===== config.mk =====
export PLATFORM = sky130hd
export DESIGN_NAME = led_blink_arbiter_flat
export DESIGN_NICKNAME = d
export VERILOG_FILES = /design/src/rtl/led_blink_arbiter_if.sv /design/src/rtl/led_blink_arbiter.sv /design/src/flat_wrapper.sv
export SDC_FILE = /design/constraint.sdc
export NUM_CORES = 1
export LEC_CHECK = 0
export ABC_AREA = 0
export CAP_MARGIN = 40
export CELL_PAD_IN_SITES_DETAIL_PLACEMENT = 1
export CELL_PAD_IN_SITES_GLOBAL_PLACEMENT = 1
export CORE_AREA = 8 8 116 118
export DETAILED_ROUTE_END_ITERATION = 10
export DIE_AREA = 0 0 124 126
export GPL_TIMING_DRIVEN = 0
export PLACE_DENSITY_LB_ADDON = 0.1
export SLEW_MARGIN = 15
export SYNTH_ARGS = -nofsm -noshare
export SYNTH_HDL_FRONTEND = slang
export SYNTH_SLANG_ARGS = --single-unit

===== constraint.sdc =====
create_clock -name clk -period 6.1 [get_ports clk]
set_input_delay 0.61 -clock clk [delete_from_list [all_inputs] [get_ports clk]]
set_output_delay 0.61 -clock clk [all_outputs]
set_load 0.01 [all_outputs]

===== src/rtl/led_blink_arbiter_if.sv =====
// Requester-side bundle of the LED blink arbiter: request/code in, ack/status/led out.
interface led_blink_arbiter_if #(
  parameter int NUM_REQ    = 4,
  parameter int CODE_WIDTH = 4
);
  localparam int GID_W = (NUM_REQ > 1) ? $clog2(NUM_REQ) : 1;

  logic [NUM_REQ-1:0]            req;
  logic [NUM_REQ*CODE_WIDTH-1:0] code;
  logic [NUM_REQ-1:0]            ack;
  logic                          busy;
  logic [GID_W-1:0]              grant_id;
  logic                          led;

  // status sources drive requests and watch completion
  modport master (output req, code, input ack, busy, grant_id, led);
  // the arbiter consumes requests and drives the pin and status
  modport slave  (input req, code, output ack, busy, grant_id, led);
endinterface


===== src/rtl/led_blink_arbiter.sv =====
// Round-robin arbiter sharing one LED between NUM_REQ requesters; the granted
// requester's blink code (N pulses then a gap) is played with tick-exact phases.
module led_blink_arbiter #(
  parameter int NUM_REQ    = 4,
  parameter int CODE_WIDTH = 4,
  parameter int TICK_DIV   = 1000000,
  parameter int ON_TICKS   = 4,
  parameter int OFF_TICKS  = 4,
  parameter int GAP_TICKS  = 16,
  parameter int HEARTBEAT  = 1,
  parameter int HB_TICKS   = 64
) (
  input  logic                 clk,
  input  logic                 resetn,
  led_blink_arbiter_if.slave   bus
);
  localparam int GID_W  = (NUM_REQ > 1) ? $clog2(NUM_REQ) : 1;
  localparam int PRE_W  = (TICK_DIV > 1) ? $clog2(TICK_DIV) : 1;
  localparam int PH_MAX = (ON_TICKS > OFF_TICKS)
                          ? ((ON_TICKS > GAP_TICKS) ? ON_TICKS : GAP_TICKS)
                          : ((OFF_TICKS > GAP_TICKS) ? OFF_TICKS : GAP_TICKS);
  localparam int PH_W   = (PH_MAX > 1) ? $clog2(PH_MAX) : 1;
  localparam int HB_W   = (HB_TICKS > 1) ? $clog2(HB_TICKS) : 1;

  typedef enum logic [2:0] {S_IDLE, S_ON, S_OFF, S_GAP, S_DONE} state_t;

  state_t                          state_q, state_d;
  logic [PRE_W-1:0]                presc_q, presc_d;
  logic [PH_W-1:0]                 phase_q, phase_d;
  logic [CODE_WIDTH-1:0]           pulse_q, pulse_d;
  logic [CODE_WIDTH-1:0]           code_q, code_d;
  logic [GID_W-1:0]                gid_q, gid_d;
  logic [GID_W-1:0]                rr_q, rr_d;
  logic [HB_W-1:0]                 hb_cnt_q, hb_cnt_d;
  logic                            hb_led_q, hb_led_d;
  logic                            led_q, led_d;
  logic                            busy_q, busy_d;
  logic [NUM_REQ-1:0]              ack_q, ack_d;

  logic [NUM_REQ-1:0][CODE_WIDTH-1:0] codes;
  logic                               tick;
  logic                               pick_vld;
  logic [GID_W-1:0]                   pick_id;
  logic [CODE_WIDTH-1:0]              pulse_nx;

  assign codes    = bus.code;
  assign tick     = (presc_q == PRE_W'(TICK_DIV - 1));
  assign pulse_nx = pulse_q + 1'b1;

  assign bus.led      = led_q;
  assign bus.busy     = busy_q;
  assign bus.ack      = ack_q;
  assign bus.grant_id = gid_q;

  // Round-robin pick: first set request at or above rr_q, wrapping; scanning the
  // offsets downward lets the smallest offset win.
  always_comb begin
    pick_vld = 1'b0;
    pick_id  = '0;
    for (int i = NUM_REQ - 1; i >= 0; i--) begin
      if (bus.req[(int'(rr_q) + i) % NUM_REQ]) begin
        pick_vld = 1'b1;
        pick_id  = GID_W'((int'(rr_q) + i) % NUM_REQ);
      end
    end
  end

  // State and datapath registers.
  always_ff @(posedge clk or negedge resetn) begin
    if (!resetn) begin
      state_q  <= S_IDLE;
      presc_q  <= '0;
      phase_q  <= '0;
      pulse_q  <= '0;
      code_q   <= '0;
      gid_q    <= '0;
      rr_q     <= '0;
      hb_cnt_q <= '0;
      hb_led_q <= 1'b0;
      led_q    <= 1'b0;
      busy_q   <= 1'b0;
      ack_q    <= '0;
    end else begin
      state_q  <= state_d;
      presc_q  <= presc_d;
      phase_q  <= phase_d;
      pulse_q  <= pulse_d;
      code_q   <= code_d;
      gid_q    <= gid_d;
      rr_q     <= rr_d;
      hb_cnt_q <= hb_cnt_d;
      hb_led_q <= hb_led_d;
      led_q    <= led_d;
      busy_q   <= busy_d;
      ack_q    <= ack_d;
    end
  end

  // Next state: phase timing in ticks, pulse counting, grant latching, heartbeat.
  always_comb begin
    state_d  = state_q;
    presc_d  = tick ? '0 : presc_q + 1'b1;
    phase_d  = phase_q;
    pulse_d  = pulse_q;
    code_d   = code_q;
    gid_d    = gid_q;
    rr_d     = rr_q;
    hb_cnt_d = hb_cnt_q;
    hb_led_d = hb_led_q;
    case (state_q)
      S_IDLE: begin
        if (pick_vld) begin
          // restart the tick grid so the first phase is exactly timed
          gid_d    = pick_id;
          code_d   = codes[pick_id];
          pulse_d  = '0;
          presc_d  = '0;
          phase_d  = '0;
          hb_cnt_d = '0;
          hb_led_d = 1'b0;
          state_d  = (codes[pick_id] == '0) ? S_GAP : S_ON;
        end else if (tick) begin
          if (hb_cnt_q == HB_W'(HB_TICKS - 1)) begin
            hb_cnt_d = '0;
            hb_led_d = ~hb_led_q;
          end else begin
            hb_cnt_d = hb_cnt_q + 1'b1;
          end
        end
      end
      S_ON: begin
        if (tick) begin
          if (phase_q == PH_W'(ON_TICKS - 1)) begin
            phase_d = '0;
            pulse_d = pulse_nx;
            state_d = (pulse_nx == code_q) ? S_GAP : S_OFF;
          end else begin
            phase_d = phase_q + 1'b1;
          end
        end
      end
      S_OFF: begin
        if (tick) begin
          if (phase_q == PH_W'(OFF_TICKS - 1)) begin
            phase_d = '0;
            state_d = S_ON;
          end else begin
            phase_d = phase_q + 1'b1;
          end
        end
      end
      S_GAP: begin
        if (tick) begin
          if (phase_q == PH_W'(GAP_TICKS - 1)) begin
            phase_d = '0;
            state_d = S_DONE;
          end else begin
            phase_d = phase_q + 1'b1;
          end
        end
      end
      S_DONE: begin
        // the requester just served drops to lowest priority
        rr_d    = (gid_q == GID_W'(NUM_REQ - 1)) ? '0 : gid_q + 1'b1;
        state_d = S_IDLE;
      end
      default: state_d = S_IDLE;
    endcase
  end

  // Outputs derived from the upcoming state so that they are registered.
  always_comb begin
    led_d  = 1'b0;
    busy_d = (state_d != S_IDLE);
    ack_d  = '0;
    case (state_d)
      S_ON:    led_d = 1'b1;
      S_IDLE:  led_d = (HEARTBEAT != 0) && hb_led_d;
      S_DONE:  ack_d[gid_d] = 1'b1;
      default: led_d = 1'b0;
    endcase
  end
endmodule


===== src/flat_wrapper.sv =====
// flat-port wrapper written by rule: the top's interface ports become plain ports
module led_blink_arbiter_flat 
#(
  parameter int NUM_REQ    = 4,
  parameter int CODE_WIDTH = 4,
  parameter int TICK_DIV   = 1000000,
  parameter int ON_TICKS   = 4,
  parameter int OFF_TICKS  = 4,
  parameter int GAP_TICKS  = 16,
  parameter int HEARTBEAT  = 1,
  parameter int HB_TICKS   = 64
)
  (clk, resetn, bus_req, bus_code, bus_ack, bus_busy, bus_grant_id, bus_led);
  led_blink_arbiter_if #(.NUM_REQ(NUM_REQ), .CODE_WIDTH(CODE_WIDTH)) bus_i ();
  input  logic clk;
  input  logic resetn;
  input wire logic [$bits(bus_i.req)-1:0] bus_req;
  input wire logic [$bits(bus_i.code)-1:0] bus_code;
  output wire logic [$bits(bus_i.ack)-1:0] bus_ack;
  output wire logic [$bits(bus_i.busy)-1:0] bus_busy;
  output wire logic [$bits(bus_i.grant_id)-1:0] bus_grant_id;
  output wire logic [$bits(bus_i.led)-1:0] bus_led;
  assign bus_i.req = bus_req;
  assign bus_i.code = bus_code;
  assign bus_ack = bus_i.ack;
  assign bus_busy = bus_i.busy;
  assign bus_grant_id = bus_i.grant_id;
  assign bus_led = bus_i.led;
  led_blink_arbiter #(.NUM_REQ(NUM_REQ), .CODE_WIDTH(CODE_WIDTH), .TICK_DIV(TICK_DIV), .ON_TICKS(ON_TICKS), .OFF_TICKS(OFF_TICKS), .GAP_TICKS(GAP_TICKS), .HEARTBEAT(HEARTBEAT), .HB_TICKS(HB_TICKS)) u_core (.clk(clk), .resetn(resetn), .bus(bus_i));
endmodule

==> summary.txt <==
Run status
  • Outcome: completed

Floorplanning
  • Core Rows: 40
  • Core ar.: about 12000 um^2
  • Die Wd: 124 um
  • Die area: ~16000 um^2
  • Boundary Pins: 30
  • Initial core utilization: 24.2%
  • Chip height: 126 um

Clock network
  • Clock-pin slew on the worst setup and hold paths: 0.07 ns
  • Clock tree sinks: 52
  • CTS tree: built
  • Setup Buffers After CTS: 0
  • Total CTS buffers: 5
  • CTS max path bufs: 2
  • Cts hold-fix bufs: 0
  • Post-CTS sizing: 0
  • CTS root buf: clkbuf_16
  • H-tree depth: 2
  • Clock Latency Late Sink: 0.29 ns

Detailed routing
  • DRT antenna net count: 0
  • DRT iter0 DRCs: 73
  • Via-per-instance ratio: 4.68
  • Wirelength per Cell: 15.0 um
  • DRT Wirelength: about 7400 um
  • DR pass1 iterations: 4
  • Remaining DRCs: 0
  • Via Count: 2294

Timing
  • Final setup margin: between 3 and 4 ns
  • Final hold vios: 0
  • RSZ-0062 raised after global routing: no
  • Final Cycle Share: 50.1%
  • Worst hold margin: between 0.3 and 0.4 ns
  • Final setup skew: 0.00409 ns
  • Slew HR: roughly half
  • Pins Over Slew Limit: 0
  • Fin Setup TNS: 0 ns
  • Setup Viol. Count Final: 0
  • Slew @ Worst Pin: 0.769 ns
  • Min Clock Period, post-route: slightly above 3 ns
  • Fmax: 327 MHz

Synth
  • Synth cell count leaders: dfrtp_1, nor2_1, nand2_1, o21ai_0, nand3_1
  • Sequential element share of the synthesized area: 46.0%
  • Area of the mapped netlist: 2830 um^2
  • YS warnings: 0
  • Yosys top cell area share: 46.0%
  • Number of synthesized flops with an enable pin: 0
  • Mapped Cells: 306
  • Unique cell type count in the Yosys netlist: 45
  • Top post-synthesis cells by area: dfrtp_1, nor2_1, nand2_1
  • Syn avg cell area: 9.25 um^2
  • Async set-reset flop share out of synthesis: 100%
  • Post-Synthesis Net Count: roughly 330
  • Leading area contributor after synthesis: dfrtp_1
  • Top-count cell post-synth: dfrtp_1
  • Yosys reg bits: 52
  • Ys flop type: dfrtp_1

Layout
  • Fillers: roughly 1400
  • Area of the multi-input gates: 1460 um^2
  • Final nets: 369
  • Ant. Diodes: 0
  • Layout cell share with drive strength beyond 1: 5.83%
  • Count of non-filler cells in the finished layout: 490
  • Layout area overhead: 22.4%
  • Sequential cell area: 1300 um^2
  • Final core utilization: approximately 30%
  • Design area: 3470 um^2

GRT
  • Initial antenna violation count: 0
  • Largest net degree at the start of global routing: 53
  • Tot GR Track Use: 10.1%
  • Vias in the first global route: ~2500
  • Total grt overflow: 0
  • First-pass GRT wire length: 12700 um

Hold path
  • Min-Delay Path Class: input port to async pin

Setup path
  • Setup crit end kind: flop
  • Worst path required time: 6.24 ns
  • Critical path peak fanout: 9
  • R2R Path Start: u_core.rr_q[1]
  • Worst Setup SP: bus_req[0]
  • Startpoint types: input port
  • Flop-to-flop setup slack: ~3.3 ns
  • Crit path DAT: roughly 3.2 ns
  • Crit Path Category: input port to flop

Place
  • Number of port buffers: 29
  • Placed insts: roughly 480
  • GP Congestion: 0.716
  • Hpwl dp: 5360 um
  • Placed cell area: 3300 um^2
  • Post-placement worst setup slack: 2.69 ns

Power
  • Final Power: 729 uW
  • Max VDD drop: 0.000108 V
  • Power Density: 210 nW/um^2
  • Leak: around 1.5 nW

Run
  • Max Cap Viol: 0
## power breakdown
part / switching, mW / leakage [nW] / internal [mW]
Combinational: 0.0264 / 0.745 / 0.0262
Clock: 0.129 / 0.0808 / 0.193
Sequential: 0.00453 / 0.648 / 0.350
## logic make-up after synthesis
family                     share of synthesized area, %
AOI/OAI and AO/OA                                  10.8
and+or+nand+nor                                    25.9
xor gates and xnor gates                           7.42
adders and majority gates                          2.21
DFF                                                46.0
buffers and inverters                              2.65
muxes                                              5.13
## path summary, 6_finish.rpt
| path | cells after the start | endpoint |
|---|---|---|
| setup / recovery | 7 | u_core.bus.led |
| hold / removal | 1 | u_core.presc_q[11] |
| setup reg to reg | 6 | u_core.bus.led |
| hold reg to reg | 2 | u_core.code_q[0] |
| max in group asynchronous | 1 | u_core.hb_cnt_q[2] |
| min in group clk | 2 | u_core.code_q[0] |
## cell usage in the layout, fill, tap and decap left out, types with 5 or more instances in the layout
master | Yosys | final
a21oi_1 | 6 | 6
and3_1 | 9 | 9
clkbuf_1 | 6 | 7
clkbuf_16 | 0 | 5
clkdlybuf4s50_1 | 0 | 28
dfrtp_1 | 52 | 52
ha_1 | 5 | 5
inv_1 | 11 | 11
mux2i_1 | 10 | 10
nand2_1 | 39 | 39
nand2b_1 | 7 | 7
nand3_1 | 15 | 15
nor2_1 | 40 | 40
nor3_1 | 9 | 9
o21ai_0 | 21 | 21
xnor2_1 | 14 | 14
xor2_1 | 10 | 10
## area by class of cell
class / instances / area share (%)
tap: 147 / 5.30
sequential: 52 / 37.5
clock buffer: 6 / 3.72
inverter: 11 / 1.19
buffer: 7 / 0.974
timing repair buffer: 29 / 8.30
clock inverter: 2 / 1.01
multi-input combinational: 236 / 42.0
## registers in the layout, indices dropped and copies added (netlist names)
| register | flops |
|---|---|
| u_core.phase_q | 4 |
| u_core.pulse_q | 4 |
| u_core.rr_q | 2 |
| u_core.bus.led | 1 |
| u_core.bus.busy | 1 |
| u_core.hb_cnt_q | 6 |
| u_core.presc_q | 20 |
| u_core.hb_led_q | 1 |
| u_core.code_q | 4 |
| u_core.state_q | 3 |
| u_core.bus.grant_id | 2 |
| u_core.bus.ack | 4 |
## critical path, cell delays in order
cell and delay, ns:
clkdlybuf4s50_1 0.59, a21boi_0 0.20, o221ai_2 0.57, mux2_2 0.41
a2bb2oi_1 0.15, nor4_1 0.55, a311oi_1 0.11
## layer usage
metal  part of all wire [%]  up-vias  track usage [%]  routed length [um]
met1                     51     1119             13.8                3770
met5                      0        -                0                   0
met2                     44       32             15.0                3220
met3                    3.9        7             2.82                 287
li1                       -     1136                -                   -
met4                    1.3        0             3.22                  97
(Power assumes the default switching activity.)
